**src/rtl/clock_set_controller_if.sv**
```systemverilog
// rtl/clock_set_controller_if.sv - button/tick inputs and counter/display controls of the clock-set controller
// Signals:
//   i_Mode_Pulse, i_Inc_Pulse, i_Tick_1Hz : one-cycle pulses into the controller
//   o_Run_Enable                          : seconds counter gate (high only in RUN)
//   o_Inc_Hours, o_Inc_Minutes            : one-cycle increment requests to the time counters
//   o_Clear_Seconds                       : one-cycle seconds clear on leaving set mode
//   o_Blink_Hours, o_Blink_Minutes        : blank request for the digits being edited
//   o_State                               : 0 RUN, 1 SET_HOURS, 2 SET_MINUTES
// Modports: master drives the pulses and observes the controls, slave is the controller.
interface clock_set_controller_if;
    logic       i_Mode_Pulse;
    logic       i_Inc_Pulse;
    logic       i_Tick_1Hz;
    logic       o_Run_Enable;
    logic       o_Inc_Hours;
    logic       o_Inc_Minutes;
    logic       o_Clear_Seconds;
    logic       o_Blink_Hours;
    logic       o_Blink_Minutes;
    logic [1:0] o_State;

    modport master (
        output i_Mode_Pulse, i_Inc_Pulse, i_Tick_1Hz,
        input  o_Run_Enable, o_Inc_Hours, o_Inc_Minutes, o_Clear_Seconds,
        input  o_Blink_Hours, o_Blink_Minutes, o_State
    );

    modport slave (
        input  i_Mode_Pulse, i_Inc_Pulse, i_Tick_1Hz,
        output o_Run_Enable, o_Inc_Hours, o_Inc_Minutes, o_Clear_Seconds,
        output o_Blink_Hours, o_Blink_Minutes, o_State
    );
endinterface

```
**src/rtl/clock_set_controller.sv**
```systemverilog
// rtl/clock_set_controller.sv - RUN / SET_HOURS / SET_MINUTES sequencer with blink and optional auto-exit
// Ports:
//   i_Clock   : system clock, rising edge
//   i_Reset_n : synchronous active-low reset
//   bus       : clock_set_controller_if.slave (button pulses, 1 Hz tick, counter and display controls)
// Parameters:
//   TIMEOUT_S    : idle 1 Hz ticks before a set mode falls back to RUN
//   BLINK_CYCLES : clock cycles per blink half-period (>= 2)
// Build option: CLOCK_SET_TIMEOUT_EN adds the inactivity timeout; without it set modes exit only via MODE.
module clock_set_controller #(
    parameter int TIMEOUT_S    = 10,
    parameter int BLINK_CYCLES = 25_000_000
) (
    input  logic                   i_Clock,
    input  logic                   i_Reset_n,
    clock_set_controller_if.slave  bus
);

    typedef enum logic [1:0] {
        ST_RUN         = 2'd0,
        ST_SET_HOURS   = 2'd1,
        ST_SET_MINUTES = 2'd2,
        ST_ILLEGAL     = 2'd3
    } state_e;

    localparam int                 BLINK_W    = $clog2(BLINK_CYCLES);
    localparam logic [BLINK_W-1:0] BLINK_LAST = BLINK_W'(BLINK_CYCLES - 1);

    state_e             state_q, state_d;
    logic [BLINK_W-1:0] blink_cnt_q, blink_cnt_d;
    logic               phase_q, phase_d;
    logic               run_enable_q, run_enable_d;
    logic               inc_hours_q, inc_hours_d;
    logic               inc_minutes_q, inc_minutes_d;
    logic               clear_seconds_q, clear_seconds_d;
    logic               blink_hours_q, blink_hours_d;
    logic               blink_minutes_q, blink_minutes_d;
    logic               inc_accept;

`ifdef CLOCK_SET_TIMEOUT_EN
    localparam int               TMO_W    = $clog2(TIMEOUT_S + 1);
    localparam logic [TMO_W-1:0] TMO_LAST = TMO_W'(TIMEOUT_S);

    logic [TMO_W-1:0] tmo_cnt_q, tmo_cnt_d;
    logic [TMO_W-1:0] tmo_next;
    logic             in_set;
`else
    logic unused_tick;
    assign unused_tick = bus.i_Tick_1Hz;
`endif

    always_comb begin
        state_d         = state_q;
        inc_hours_d     = 1'b0;
        inc_minutes_d   = 1'b0;
        clear_seconds_d = 1'b0;
        inc_accept      = 1'b0;

        // MODE is tested first in every state so a simultaneous INC is dropped.
        case (state_q)
            ST_RUN: begin
                if (bus.i_Mode_Pulse) begin
                    state_d = ST_SET_HOURS;
                end
            end
            ST_SET_HOURS: begin
                if (bus.i_Mode_Pulse) begin
                    state_d = ST_SET_MINUTES;
                end else if (bus.i_Inc_Pulse) begin
                    inc_hours_d = 1'b1;
                    inc_accept  = 1'b1;
                end
            end
            ST_SET_MINUTES: begin
                if (bus.i_Mode_Pulse) begin
                    state_d         = ST_RUN;
                    clear_seconds_d = 1'b1;
                end else if (bus.i_Inc_Pulse) begin
                    inc_minutes_d = 1'b1;
                    inc_accept    = 1'b1;
                end
            end
            default: begin
                state_d = ST_RUN;
            end
        endcase

`ifdef CLOCK_SET_TIMEOUT_EN
        // Any accepted button resets the idle count, which also gives buttons
        // priority over a terminal tick landing in the same cycle.
        in_set    = (state_q == ST_SET_HOURS) || (state_q == ST_SET_MINUTES);
        tmo_next  = tmo_cnt_q + TMO_W'(1);
        tmo_cnt_d = tmo_cnt_q;
        if (!in_set || bus.i_Mode_Pulse || inc_accept) begin
            tmo_cnt_d = '0;
        end else if (bus.i_Tick_1Hz) begin
            if (tmo_next == TMO_LAST) begin
                tmo_cnt_d       = '0;
                state_d         = ST_RUN;
                clear_seconds_d = 1'b1;
            end else begin
                tmo_cnt_d = tmo_next;
            end
        end
`endif

        // Restarting the blink on state change or INC keeps the edited digits
        // visible for a full half-period right after the user acts.
        blink_cnt_d = blink_cnt_q;
        phase_d     = phase_q;
        if ((state_d != state_q) || inc_accept) begin
            blink_cnt_d = '0;
            phase_d     = 1'b0;
        end else if (blink_cnt_q == BLINK_LAST) begin
            blink_cnt_d = '0;
            phase_d     = ~phase_q;
        end else begin
            blink_cnt_d = blink_cnt_q + BLINK_W'(1);
        end

        // Outputs are decoded from next-state values so they line up with o_State.
        run_enable_d    = (state_d == ST_RUN);
        blink_hours_d   = (state_d == ST_SET_HOURS) && phase_d;
        blink_minutes_d = (state_d == ST_SET_MINUTES) && phase_d;
    end

    always_ff @(posedge i_Clock) begin
        if (!i_Reset_n) begin
            state_q         <= ST_RUN;
            blink_cnt_q     <= '0;
            phase_q         <= 1'b0;
            run_enable_q    <= 1'b1;
            inc_hours_q     <= 1'b0;
            inc_minutes_q   <= 1'b0;
            clear_seconds_q <= 1'b0;
            blink_hours_q   <= 1'b0;
            blink_minutes_q <= 1'b0;
`ifdef CLOCK_SET_TIMEOUT_EN
            tmo_cnt_q       <= '0;
`endif
        end else begin
            state_q         <= state_d;
            blink_cnt_q     <= blink_cnt_d;
            phase_q         <= phase_d;
            run_enable_q    <= run_enable_d;
            inc_hours_q     <= inc_hours_d;
            inc_minutes_q   <= inc_minutes_d;
            clear_seconds_q <= clear_seconds_d;
            blink_hours_q   <= blink_hours_d;
            blink_minutes_q <= blink_minutes_d;
`ifdef CLOCK_SET_TIMEOUT_EN
            tmo_cnt_q       <= tmo_cnt_d;
`endif
        end
    end

    assign bus.o_State         = state_q;
    assign bus.o_Run_Enable    = run_enable_q;
    assign bus.o_Inc_Hours     = inc_hours_q;
    assign bus.o_Inc_Minutes   = inc_minutes_q;
    assign bus.o_Clear_Seconds = clear_seconds_q;
    assign bus.o_Blink_Hours   = blink_hours_q;
    assign bus.o_Blink_Minutes = blink_minutes_q;

endmodule

```
**src/flat_wrapper.sv**
```systemverilog
// flat-port wrapper written by rule: the top's interface ports become plain ports
module clock_set_controller_flat 
#(
    parameter int TIMEOUT_S    = 10,
    parameter int BLINK_CYCLES = 25_000_000
)
  (i_Clock, i_Reset_n, bus_i_Mode_Pulse, bus_i_Inc_Pulse, bus_i_Tick_1Hz, bus_o_Run_Enable, bus_o_Inc_Hours, bus_o_Inc_Minutes, bus_o_Clear_Seconds, bus_o_Blink_Hours, bus_o_Blink_Minutes, bus_o_State);
  clock_set_controller_if bus_i ();
  input  logic i_Clock;
  input  logic i_Reset_n;
  input wire logic [$bits(bus_i.i_Mode_Pulse)-1:0] bus_i_Mode_Pulse;
  input wire logic [$bits(bus_i.i_Inc_Pulse)-1:0] bus_i_Inc_Pulse;
  input wire logic [$bits(bus_i.i_Tick_1Hz)-1:0] bus_i_Tick_1Hz;
  output wire logic [$bits(bus_i.o_Run_Enable)-1:0] bus_o_Run_Enable;
  output wire logic [$bits(bus_i.o_Inc_Hours)-1:0] bus_o_Inc_Hours;
  output wire logic [$bits(bus_i.o_Inc_Minutes)-1:0] bus_o_Inc_Minutes;
  output wire logic [$bits(bus_i.o_Clear_Seconds)-1:0] bus_o_Clear_Seconds;
  output wire logic [$bits(bus_i.o_Blink_Hours)-1:0] bus_o_Blink_Hours;
  output wire logic [$bits(bus_i.o_Blink_Minutes)-1:0] bus_o_Blink_Minutes;
  output wire logic [$bits(bus_i.o_State)-1:0] bus_o_State;
  assign bus_i.i_Mode_Pulse = bus_i_Mode_Pulse;
  assign bus_i.i_Inc_Pulse = bus_i_Inc_Pulse;
  assign bus_i.i_Tick_1Hz = bus_i_Tick_1Hz;
  assign bus_o_Run_Enable = bus_i.o_Run_Enable;
  assign bus_o_Inc_Hours = bus_i.o_Inc_Hours;
  assign bus_o_Inc_Minutes = bus_i.o_Inc_Minutes;
  assign bus_o_Clear_Seconds = bus_i.o_Clear_Seconds;
  assign bus_o_Blink_Hours = bus_i.o_Blink_Hours;
  assign bus_o_Blink_Minutes = bus_i.o_Blink_Minutes;
  assign bus_o_State = bus_i.o_State;
  clock_set_controller #(.TIMEOUT_S(TIMEOUT_S), .BLINK_CYCLES(BLINK_CYCLES)) u_core (.i_Clock(i_Clock), .i_Reset_n(i_Reset_n), .bus(bus_i));
endmodule
```
**config.mk**
```make
export PLATFORM = sky130hd
export DESIGN_NAME = clock_set_controller_flat
export DESIGN_NICKNAME = d
export VERILOG_FILES = /design/src/rtl/clock_set_controller_if.sv /design/src/rtl/clock_set_controller.sv /design/src/flat_wrapper.sv
export SDC_FILE = /design/constraint.sdc
export NUM_CORES = 1
export LEC_CHECK = 0
export ABC_AREA = 0
export BUFFER_PORTS_ARGS = -buffer_cell sky130_fd_sc_hd__buf_2
export CAP_MARGIN = 5
export CORE_MARGIN = 2
export CORE_UTILIZATION = 55
export CTS_CLUSTER_DIAMETER = 150
export DETAILED_ROUTE_END_ITERATION = 7
export PLACE_DENSITY_LB_ADDON = 0.25
export SYNTH_ARGS = -nofsm -noshare
export SYNTH_HDL_FRONTEND = slang
export SYNTH_SLANG_ARGS = --single-unit
```
**constraint.sdc**
```tcl
create_clock -name i_Clock -period 2.2 [get_ports i_Clock]
set_input_delay 0.11 -clock i_Clock [delete_from_list [all_inputs] [get_ports i_Clock]]
set_output_delay 0.11 -clock i_Clock [all_outputs]
set_load 0.01 [all_outputs]
```
==> metrics.md <==
| Metric | Value |
|---|---|
| Routed wl met2 | 1500 um |
| Seq cells post-synth | 34 |
| Gate Count Post-Synth | 171 |
| Vias/cell | 6.30 |
| Sw frac | 0.250 |
| Kind of critical path | flop to flop |
| Routed len/inst | 14.8 um |
| WHS Endpoint | u_core.bus.o_Inc_Minutes |
| TritonCTS clock tree | built |
| Post-CTS Setup Bufs | 0 |
| WP data required | 2.46 ns |
| Layout Nets | 193 |
| CTS root buf | clkbuf_4 |
| Max FO, Critical Path | 12 |
| First-pass GRT wire length | 5740 um |
| Ant diodes | 0 |
| Synthesized area | 0.00165 mm2 |
| FF+latch area | 681 um2 |
| Combinational power share | 0.096 |
| Hold Startpoint | i_Reset_n |
| Failing checks | DRC |
| Die H | 58.8 um |
| Vias | 1,354 |
| Final RePlAce weighted congestion | 0.835 |
| R2R Path End | u_core.blink_cnt_q[20] |
| Vias in the first global route | 1,300 |
| R2R depth | 5 |
| Total Wirelength | 3170 um |
| Non-filler instance count after layout | 215 |
| Clk pwr share | 0.361 |
| Max Cap Viol | 0 |
| Iter 0 DRT Violations | 59 |
| RSZ-0062 raised after global routing | no |
| Max stage delay on crit path | 0.48 ns |
| DRT Pass-1 Iters | 6 |
| Total track usage | 0.220 |
| Family with the most delay on the worst path | simple AND/OR/NAND/NOR gates |
| FF-to-FF Start | u_core.blink_cnt_q[0] |
| Met1 wire length | 1530 um |
| Seq/Total Area, Yosys | 0.411 |
| Final period utilization | 0.887 |
| Hold path depth | 2 |
| Fmax | 0.513 GHz |
| DP HPWL | 2160 um |
| Fillers | 237 |
| Number of antenna violations at the first check in global routing | 0 |
| Slew at the pin closest to its max-slew limit | 0.580 ns |
| Worst Path Buf+Inv | 0 |
| Met3 wire len | 99 um |
| Initial Util | 0.590 |
| Flop pwr share | 0.543 |
| Post-route setup TNS | 0 ns |
| Cell Int Power | 0.894 mW |
| Leak Pwr | 0.626 nW |
| Uppermost layer routed | met4 |
| CP cell instances | ha_1, and4_1, nand2_1, or4_1, a211oi_1 |
| CTS Buf Count | 5 |
| DRC | 2 |
| NetSw | 0.298 mW |
| Slew HR | 0.612 |
| Clock Path Buffers | 2 |
| Clk sink count | 34 |
| Outcome | finished with violations |
| Final Setup Violations | 0 |
| Floorplan Core Area | 0.00281 mm2 |
| Ys Warns | 0 |
| Most common cell after layout, fill and taps aside | dfxtp_1 |
| Ys async rst share | 0 |
| Die X | 58.8 um |
| Final core occ | 0.642 |
| Routed Antenna Nets | 0 |
| Ys flop type | dfxtp_1 |
| Row count | 19 |
| Post-synth cell types | 41 |
| CP Launch Type | flop |
| CTS H-tree depth | 2 |
| Syn Area/Cell | 9.67 um2 |
| Pwr/cell area | 662 mW/mm2 |
| PortBufs | 11 |
| Final hold violations | 0 |
| Endpoint class of the critical path | flop |
| Area of the multi-input gates | 898 um2 |
| Worst IR drop on VDD | 0.399 mV |
| Hold/Removal Path Class | primary input to flop |
| Clock skew | 0.0104 ns |
| EDFF count, synth | 0 |
| Slowest-stage cell, CP | or4_1 |
| Pin count of the biggest net entering global routing | 27 |
| Commonest non-fill, non-tap cells in the layout | dfxtp_1 (34), nor3_1 (13), buf_2 (11) |
| Total gr overflow | 0 |
| Post-Syn Nets | 181 |
| Worst reg2reg setup slack | 0.25 ns |
| Max-slew violation count | 0 |
| Clock-pin slew on the worst setup and hold paths | 0.11 ns |
| Die Area | 0.00346 mm2 |
| Placed cells | 207 |
| Post-layout min period | 1.95 ns |
| Arr. time, crit path | 2.21 ns |
| Layout cell share with drive strength beyond 1 | 0.185 |
| Gates resized, CTS repair | 0 |
| Hold buffers post-CTS | 0 |
| IO Pins | 13 |
| Area Growth Syn to Fin | 8.85% |
| Worst-Skew Late Latency | 0.34 ns |
==> synth_stat cells (2+ instances only) <==
cell type | count | area, um2
a211oi_1 | 9 | 67.6
a211oi_2 | 2 | 25.0
a21oi_1 | 3 | 15.0
and3_1 | 5 | 31.3
and4_1 | 4 | 35.0
buf_2 | 6 | 30.0
clkbuf_1 | 2 | 7.51
dfxtp_1 | 34 | 681
ha_1 | 5 | 62.6
inv_1 | 5 | 18.8
mux2i_1 | 2 | 20.0
nand2_1 | 7 | 26.3
nand3_1 | 6 | 30.0
nand3_2 | 2 | 20.0
nand4_1 | 7 | 43.8
nor2_1 | 3 | 11.3
nor3_1 | 13 | 65.1
nor3b_1 | 2 | 15.0
nor4_1 | 2 | 12.5
o2111ai_1 | 2 | 17.5
o21ai_0 | 3 | 15.0
o31ai_1 | 9 | 67.6
or3_1 | 3 | 18.8
or4_1 | 7 | 52.6
or4_4 | 2 | 22.5
xnor2_1 | 3 | 26.3
xor2_1 | 9 | 78.8
==> registers in the layout (all words and copies together), names as in the netlist <==
| name | cells |
|---|---|
| u_core.phase_q | 1 |
| u_core.bus.o_Inc_Minutes | 1 |
| u_core.bus.o_Blink_Minutes | 1 |
| u_core.bus.o_Run_Enable | 1 |
| u_core.blink_cnt_q | 25 |
| u_core.bus.o_Inc_Hours | 1 |
| u_core.bus.o_State | 2 |
| u_core.bus.o_Clear_Seconds | 1 |
| u_core.bus.o_Blink_Hours | 1 |
==> how the worst max path moves through the flow <==
stage,from,end,slack (ns),cells past startpoint
CTS,u_core.blink_cnt_q[0],u_core.blink_cnt_q[20],0.24,5
global placement,u_core.blink_cnt_q[0],u_core.blink_cnt_q[24],0.38,5
finish,u_core.blink_cnt_q[0],u_core.blink_cnt_q[20],0.25,5
global route,u_core.bus.o_State[1],u_core.bus.o_Blink_Minutes,0.06,5
floorplan,u_core.bus.o_State[1],u_core.blink_cnt_q[16],0.39,6
detailed placement,u_core.blink_cnt_q[0],u_core.blink_cnt_q[20],0.26,5
==> layer usage <==
metal | global-route usage | vias up
li1 | - | 684
met1 | 0.271 | 645
met2 | 0.351 | 19
met3 | 0.0615 | 6
met4 | 0.110 | 0
met5 | 0 | -
==> kinds of logic after synthesis <==
group | after synthesis | synth area share
buf+inv | 15 | 0.0454
mux | 2 | 0.0121
compound gates | 31 | 0.141
fa+ha+maj | 5 | 0.0378
flops | 34 | 0.411
xor+xnor | 12 | 0.0635
simple gates | 72 | 0.288
==> worst reg2reg max path, cell delays in order (launching register included) <==
cell and delay, ns:
dfxtp_1 0.38, ha_1 0.21, and4_1 0.27, nand2_1 0.26
or4_1 0.49, a211oi_1 0.27
==> cell type report <==
cell class	instances	area share
inverter	5	0.0104
clock buffer	8	0.0438
tap	31	0.0215
sequential	34	0.378
timing repair buffer	15	0.0473
multi-input combinational	122	0.499
==> power groups by stage <==
stage	Combinational [mW]	Sequential, mW	Clock, mW
finish	0.115	0.647	0.430
global route	0.130	0.650	0.462
CTS	0.116	0.647	0.441
detailed placement	0.115	0.661	0
global placement	0.108	0.659	0
floorplan	0.0763	0.663	0
==> per-stage QoR <==
stage / cell area, um2 / hold slack [ns] / total power, mW / setup WS [ns]
finish: 1800 / 0.0663 / 1.19 / 0.249
floorplan: 1650 / 0.263 / 0.740 / 0.390
global placement: 1720 / 0.406 / 0.766 / 0.383
global route: 1800 / 0.0559 / 1.24 / 0.0556
detailed placement: 1720 / 0.409 / 0.776 / 0.262
CTS: 1800 / 0.0514 / 1.20 / 0.239
(Power assumes the default switching activity.)
